===== config.mk =====
export PLATFORM = sky130hd
export DESIGN_NAME = instr_fetch_unit_flat
export DESIGN_NICKNAME = d
export VERILOG_FILES = /design/src/rtl/instr_fetch_unit_if.sv /design/src/rtl/instr_fetch_unit.sv /design/src/flat_wrapper.sv
export SDC_FILE = /design/constraint.sdc
export NUM_CORES = 2
export LEC_CHECK = 0
export ABC_AREA = 1
export BUFFER_PORTS_ARGS = -buffer_cell sky130_fd_sc_hd__buf_2
export CAP_MARGIN = 20
export CORE_MARGIN = 4
export CORE_UTILIZATION = 55
export DETAILED_ROUTE_END_ITERATION = 10
export PLACE_DENSITY = 0.71
export SLEW_MARGIN = 0
export SYNTH_ARGS = -nofsm -noshare
export SYNTH_HDL_FRONTEND = slang
export SYNTH_SLANG_ARGS = --single-unit

===== constraint.sdc =====
create_clock -name clk -period 3.5 [get_ports clk]
set_input_delay 0 -clock clk [delete_from_list [all_inputs] [get_ports clk]]
set_output_delay 0 -clock clk [all_outputs]
set_load 0.02 [all_outputs]

===== src/rtl/instr_fetch_unit_if.sv =====
// Bus between the processor top and the fetch stage: control and program-load
// inputs travel toward the fetch unit, and the fetched instruction comes back.
interface instr_fetch_unit_if #(
  parameter int ADDR_W = 6,
  parameter int DATA_W = 32
);
  logic              run;
  logic              stall;
  logic              branch_valid;
  logic [ADDR_W-1:0] branch_target;
  logic              imem_we;
  logic [ADDR_W-1:0] imem_waddr;
  logic [DATA_W-1:0] imem_wdata;
  logic [DATA_W-1:0] instr_out;
  logic [ADDR_W-1:0] pc_out;
  logic              instr_valid;
  logic              halted;

  modport master (
    output run, stall, branch_valid, branch_target,
    output imem_we, imem_waddr, imem_wdata,
    input  instr_out, pc_out, instr_valid, halted
  );

  modport slave (
    input  run, stall, branch_valid, branch_target,
    input  imem_we, imem_waddr, imem_wdata,
    output instr_out, pc_out, instr_valid, halted
  );
endinterface


===== src/rtl/instr_fetch_unit.sv =====
// Fetch stage: program counter, instruction memory with a registered read port,
// and the IDLE/FETCH/HALT sequencing that feeds decode one word per cycle.
module instr_fetch_unit #(
  parameter int                ADDR_W    = 6,
  parameter int                DATA_W    = 32,
  parameter int                DEPTH     = 2 ** ADDR_W,
  parameter logic [DATA_W-1:0] HALT_WORD = 32'hFFFF_FFFF
) (
  input  logic               clk,
  input  logic               clkreset,
  instr_fetch_unit_if.slave  bus
);

  typedef enum logic [1:0] {
    IDLE  = 2'd0,
    FETCH = 2'd1,
    HALT  = 2'd2
  } state_t;

  state_t            state, state_nxt;
  logic [ADDR_W-1:0] pc, pc_nxt;
  logic [ADDR_W-1:0] pc_out_q, pc_out_nxt;
  logic [DATA_W-1:0] instr_q, instr_nxt;
  logic              valid_q, valid_nxt;
  logic              halted_q, halted_nxt;
  logic [DATA_W-1:0] rd_word;

  logic [DATA_W-1:0] mem [DEPTH];

  // Program-load port; contents survive reset. The fetch register below samples
  // the pre-write value on a same-address collision.
  always_ff @(posedge clk) begin
    if (bus.imem_we) begin
      mem[bus.imem_waddr] <= bus.imem_wdata;
    end
  end

  assign rd_word = mem[pc];

  always_ff @(posedge clk or negedge clkreset) begin
    if (!clkreset) begin
      state    <= IDLE;
      pc       <= '0;
      instr_q  <= '0;
      pc_out_q <= '0;
      valid_q  <= 1'b0;
      halted_q <= 1'b0;
    end else begin
      state    <= state_nxt;
      pc       <= pc_nxt;
      instr_q  <= instr_nxt;
      pc_out_q <= pc_out_nxt;
      valid_q  <= valid_nxt;
      halted_q <= halted_nxt;
    end
  end

  always_comb begin
    state_nxt  = state;
    pc_nxt     = pc;
    instr_nxt  = instr_q;
    pc_out_nxt = pc_out_q;
    valid_nxt  = valid_q;
    halted_nxt = halted_q;

    unique case (state)
      IDLE: begin
        valid_nxt = 1'b0;
        if (bus.run) begin
          state_nxt = FETCH;
        end
      end

      FETCH: begin
        // A redirect outranks stall so a taken branch is never lost behind a
        // busy decoder; the halt word is still delivered before stopping.
        if (!bus.run) begin
          state_nxt = IDLE;
          valid_nxt = 1'b0;
        end else if (bus.branch_valid) begin
          pc_nxt    = bus.branch_target;
          valid_nxt = 1'b0;
        end else if (!bus.stall) begin
          instr_nxt  = rd_word;
          pc_out_nxt = pc;
          valid_nxt  = 1'b1;
          if (rd_word == HALT_WORD) begin
            state_nxt  = HALT;
            halted_nxt = 1'b1;
          end else begin
            pc_nxt = pc + ADDR_W'(1);
          end
        end
      end

      HALT: begin
        if (!bus.run) begin
          state_nxt  = IDLE;
          pc_nxt     = '0;
          halted_nxt = 1'b0;
          valid_nxt  = 1'b0;
        end else if (!bus.stall) begin
          valid_nxt = 1'b0;
        end
      end

      default: begin
        state_nxt  = IDLE;
        valid_nxt  = 1'b0;
        halted_nxt = 1'b0;
      end
    endcase
  end

  assign bus.instr_out   = instr_q;
  assign bus.pc_out      = pc_out_q;
  assign bus.instr_valid = valid_q;
  assign bus.halted      = halted_q;

endmodule


===== src/flat_wrapper.sv =====
// flat-port wrapper written by rule: the top's interface ports become plain ports
module instr_fetch_unit_flat 
#(
  parameter int                ADDR_W    = 6,
  parameter int                DATA_W    = 32,
  parameter int                DEPTH     = 2 ** ADDR_W,
  parameter logic [DATA_W-1:0] HALT_WORD = 32'hFFFF_FFFF
)
  (clk, clkreset, bus_run, bus_stall, bus_branch_valid, bus_branch_target, bus_imem_we, bus_imem_waddr, bus_imem_wdata, bus_instr_out, bus_pc_out, bus_instr_valid, bus_halted);
  instr_fetch_unit_if #(.ADDR_W(ADDR_W), .DATA_W(DATA_W)) bus_i ();
  input  logic clk;
  input  logic clkreset;
  input wire logic [$bits(bus_i.run)-1:0] bus_run;
  input wire logic [$bits(bus_i.stall)-1:0] bus_stall;
  input wire logic [$bits(bus_i.branch_valid)-1:0] bus_branch_valid;
  input wire logic [$bits(bus_i.branch_target)-1:0] bus_branch_target;
  input wire logic [$bits(bus_i.imem_we)-1:0] bus_imem_we;
  input wire logic [$bits(bus_i.imem_waddr)-1:0] bus_imem_waddr;
  input wire logic [$bits(bus_i.imem_wdata)-1:0] bus_imem_wdata;
  output wire logic [$bits(bus_i.instr_out)-1:0] bus_instr_out;
  output wire logic [$bits(bus_i.pc_out)-1:0] bus_pc_out;
  output wire logic [$bits(bus_i.instr_valid)-1:0] bus_instr_valid;
  output wire logic [$bits(bus_i.halted)-1:0] bus_halted;
  assign bus_i.run = bus_run;
  assign bus_i.stall = bus_stall;
  assign bus_i.branch_valid = bus_branch_valid;
  assign bus_i.branch_target = bus_branch_target;
  assign bus_i.imem_we = bus_imem_we;
  assign bus_i.imem_waddr = bus_imem_waddr;
  assign bus_i.imem_wdata = bus_imem_wdata;
  assign bus_instr_out = bus_i.instr_out;
  assign bus_pc_out = bus_i.pc_out;
  assign bus_instr_valid = bus_i.instr_valid;
  assign bus_halted = bus_i.halted;
  instr_fetch_unit #(.ADDR_W(ADDR_W), .DATA_W(DATA_W), .DEPTH(DEPTH), .HALT_WORD(HALT_WORD)) u_core (.clk(clk), .clkreset(clkreset), .bus(bus_i));
endmodule

Yosys cells after proc, flatten, opt, wreduce, memory -nomap -nowiden
Memories as Yosys holds them, arrays and structs flattened. Cells that the tools add are included. W data, S select, Z words.

Register bits after elaboration: 48. Latch bits: 0. RAM bits: 2048. ROM bits: 0. Word-level logic and storage cells: 61. Memories kept: 1.

Add/subtract/negate cells: 1. Multipliers: 0. Divide/modulo/power cells: 0. Order comparisons: 0. Eq/ne operators: 16. Shifts and indexed selects: 0. Muxes and demuxes: 27. Bitwise gates (word level): 3. Reductions and logical operators: 7.

Memory list: u_core.mem (depth 64, bits a word 32, rd ports 1, clocked after memory_dff 0, write ports 1, RTL line instr_fetch_unit.sv:28) `logic [DATA_W-1:0] mem [DEPTH];`.

Operators with widths (count): $eq A32 B32 Y1 const B (1); $mux W6 (5); $ne A3 B3 Y1 const B (5); $mux W1 (12); $mux W2 (6); $pmux W6 S2 (1); $ne A2 B2 Y1 const B (5); $reduce_and A5 Y1 (2); $add A6 B1 Y6 const B (1); $pmux W2 S3 (1); $reduce_and A6 Y1 (1); $ne A4 B4 Y1 const B (1); $reduce_and A4 Y1 (1); $ne A3 B2 Y1 const B (1); $not A1 Y1 (3); $pmux W1 S3 (1); $eq A2 B1 Y1 const B (1); $eq A2 B2 Y1 const B (1); $logic_not A2 Y1 (1); $ne A2 B1 Y1 const B (1); $pmux W1 S2 (1); $reduce_and A2 Y1 (1); $reduce_bool A2 Y1 (1).

Logic depth before layout (Yosys ltp)
An unclocked memory read counts as a cell.

Depth after elaboration: 7. Mapped depth: 24. Mapped depth without buffers: 20.

Least setup slack after synthesis
OpenSTA, ideal clock, no wires.

Path kind: in2reg. From: input port bus_imem_we. To: memory u_core.mem[32][0], enable pin. Library setup time: 0.502 ns. Data arrival time: 3.628 ns. Required time: 2.998 ns. Setup slack: -0.630 ns. Stages: 3. Buffers on the path: 1. Cell sequence: clkbuf_1 -> nand4_1 -> nor4_1.

Longest elaborated chain between the ends: 2.

Ends and longest elaborated chain: start: declaration (RTL line flat_wrapper.sv:17) `input wire logic [$bits(bus_i.imem_we)-1:0] bus_imem_we;`; $mux W1 (RTL line instr_fetch_unit.sv:33) `if (bus.imem_we) begin`; $mux W1 (implied by the code) (RTL line instr_fetch_unit.sv:34) `mem[bus.imem_waddr] <= bus.imem_wdata;`; end: declaration (RTL line instr_fetch_unit.sv:28).

Every way passes these cells.

Worst setup path after layout
From: register u_core.pc[0]. To: register u_core.pc[5].

Longest elaborated chain between the ends: 6.

Ends and longest elaborated chain: start: declaration (RTL line instr_fetch_unit.sv:21) `logic [ADDR_W-1:0] pc, pc_nxt;`; start signal: assignment (RTL line instr_fetch_unit.sv:50) `pc <= pc_nxt;`; parallel branches: the longest is 6 deep, another holds $mem_v2 Z64 W32.

Parallel ways; which one is timed is not known. The select of a mux whose other input is x is not followed. A chain may end at the register's enable or synchronous reset.

==> metrics <==
Final Critical Period=about 3400 ps; clk root buf=clkbuf_16; Post-Route Setup TNS=0 ps; mapped cell area=85,930 um2; synthesis-stage register bit count=2,096; vias in the first global route=between 50,000 and 60,000; dpl cells=~9,500; Final ANT Viol Nets=0; worst-case clock buffer depth=3; clk_lat worst skew=roughly 840 ps; IO Count=90; Seq/Total Area, Yosys=between 70% and 80%; Residual DRC=0; final HPWL from detailed placement=~130,000 um; Worst EP required=4280 ps; largest net degree at the start of global routing=between 100 and 150; Tightest Hold Check Type=primary input to flip-flop; layout cells sized above 1=about 10%; CTS tree=done; Worst Skew=about 38 ps; H-tree Lvls=4; Finished Layout Cells=about 10,000; area delta synth->final=13.57%; vias=slightly below 60,000; CTS clock-pin slew for the worst setup and hold paths=60 ps; CP Capture Type=flip-flop; Final Hold Violating Endpoints=0; die area=162,600 um2; PortBufs=about 90; first-pass detailed-route iteration total=6; R2R Setup Slk=roughly 130 ps; routed len/inst=around 25 um; first-pass GRT wire length=364,400 um; Cell Rows=144; CP Class=flip-flop to flip-flop; Core Area=154,600 um2; clk sinks=2,096; startpoint types=flip-flop; Final nets=7,752; unrepaired setup endpoints after global routing=false; Synth Area per Inst=between 10 and 15 um2; hold_ws=between 30 and 40 ps; post-synthesis cell count=roughly 7,500; Max Slew Vio Count=0; fillers=approximately 11,000; final setup fails=0; Worst EP arrival=4150 ps; dominant synthesized flop cell=edfxtp_1; Post-Route WL=about 250,000 um; top-count cell post-synth=edfxtp_1; Remaining Overflow, GRT=0; post-synthesis cell type count=35; initial antenna violation count=8; total CTS buffers=202; Layout Utilization=a little over three fifths; Worst slew margin=25.01%; fmax=roughly 300 MHz; Die Wd=approximately 400 um; Synth Warn #=0; Synth area leaders=edfxtp_1 (72%), nand2_1 (8.1%), nor2_1 (5.6%); status=finished clean; Die Y=around 400 um; initial core utilization=55.59%; Async SR Flop Fraction=2.290%; routed via count divided by cell count=~6.0; PwrDens=just under 800 nW/um2; worst-path fanout max=80; share of the synthesized area in the top cell type=71.57%; total track usage=a little under a third; Commonest cells post-synth=edfxtp_1 (2,048), nand2_1 (1,860), nor2_1 (1,284); Post-synth EDFFs=between 2,000 and 2,500; syn_nets=~7,500; Worst-Margin Slew=about 1100 ps; Pwr Total=around 75,000 uW; Final period util=96.32%; Initial DRC Count=about 9,300; Synth area leader=edfxtp_1; VDD IR-drop max=~0.70 mV; Max Cap Viol=0; GPL Wtd Cong=~0.9; leakage power=roughly 0.036 uW
state kept, by name (all words and copies together), names as in the netlist:
| name | flops |
|---|---|
| u_core.state | 2 |
| u_core.bus.instr_out | 32 |
| u_core.pc | 6 |
| u_core.bus.pc_out | 6 |
| u_core.bus.instr_valid | 1 |
| u_core.bus.halted | 1 |
| u_core.mem | 2048 |
cells in the final DEF (no fill, tap or decap), types with 8 or more instances in the layout:
cell type,synthesis,routed
a21oi_1,131,131
a31oi_1,32,32
buf_12,2,88
buf_2,178,89
buf_4,35,219
bufinv_16,0,11
clkbuf_1,155,52
clkbuf_16,0,213
clkinv_1,3,47
clkinv_2,0,36
dfrtp_1,48,44
dlygate4sd3_1,0,46
edfxtp_1,2048,2048
inv_1,231,228
nand2_1,1860,1857
nand3_1,733,732
nand4_1,15,15
nor2_1,1284,1224
nor2_4,2,60
nor4_2,0,8
o211ai_1,42,42
o21ai_0,511,511
o21ai_1,54,54
or2_2,23,23
routing by layer:
metal / share of wire (%) / GRT usage (%) / wire length, um / vias to the layer above
li1: - / - / - / 26210
met1: 38 / 42.38 / 94890 / 28684
met2: 45 / 46.47 / 112800 / 4095
met3: 13 / 6.912 / 32340 / 651
met4: 4.4 / 12.38 / 11160 / 8
met5: 0.022 / 0 / 55 / -
per-stage QoR:
stage                     instance area (um2)  setup slack (ps)
after floorplan                         85930            -630.0
after global placement                  90420             165.8
after detailed placement                90420             130.6
after CTS                               97250             89.13
after global routing                    97580             1.996
final                                   97590             128.8
power breakdown:
group          total [uW]  switching, uW  internal (uW)
logic               25500          17600           7880
clock network       21100           9250          11800
registers           28500            504          28000
total               75100          27400          47700
worst max-delay path, stage by stage (launching register included):
cell     delay, ps
dfrtp_4        420
buf_12         210
buf_16         220
buf_4          150
buf_12         300
nor2_1         110
nor2_1         100
o21ai_0         90
a21oi_1        150
nor2_1          80
nand2_1         80
nand3_1        250
nand2_1        170
nand2_1         60
nor2_1         160
nand2_1        110
nor2_4         130
nand3_4        110
nand3_2        150
nand2_1         70
nand2_1         90
cell families after synthesis:
family / after synthesis / share of synthesized area, %
AO/OA/AOI/OAI: 778 / 4.725
AND/OR/NAND/NOR: 3930 / 18.41
adder cells (fa/ha/maj): 1 / 0.01456
XOR/XNOR: 3 / 0.03058
buffers and inverters: 682 / 3.851
flip-flops: 2096 / 72.96
final timing paths:
check                                     start                       to  depth (start not counted)
max                                u_core.pc[0]             u_core.pc[5]                         20
min                           bus_imem_waddr[1]       u_core.mem[36][12]                          3
max in group asynchronous              clkreset  u_core.bus.instr_out[4]                          4
min reg2reg                u_core.bus.pc_out[3]     u_core.bus.pc_out[3]                          2
min in group asynchronous              clkreset             u_core.pc[5]                          4
max reg2reg                        u_core.pc[0]             u_core.pc[5]                         20
layout make-up:
| type | instances | area, um2 | share of cell area, % |
|---|---|---|---|
| Clock inverter | 107 | 837.1 | 0.8577 |
| Inverter | 236 | 940.9 | 0.9641 |
| Antenna cell | 5 | 12.51 | 0.01282 |
| Tap cell | 2044 | 2557 | 2.621 |
| Multi-Input combinational cell | 4712 | 20430 | 20.94 |
| Clock buffer | 267 | 5508 | 5.644 |
| Sequential cell | 2096 | 62720 | 64.26 |
| Timing Repair Buffer | 453 | 4588 | 4.701 |
what timing repair did:
item                                   4_1_cts  5_1_grt
buffers inserted                             0        7
resized for setup                            0       16
setup endpoints to repair                    0        9
endpoints found under the hold margin     1513        0
hold buffers                                47        0
(Power assumes the default switching activity.)
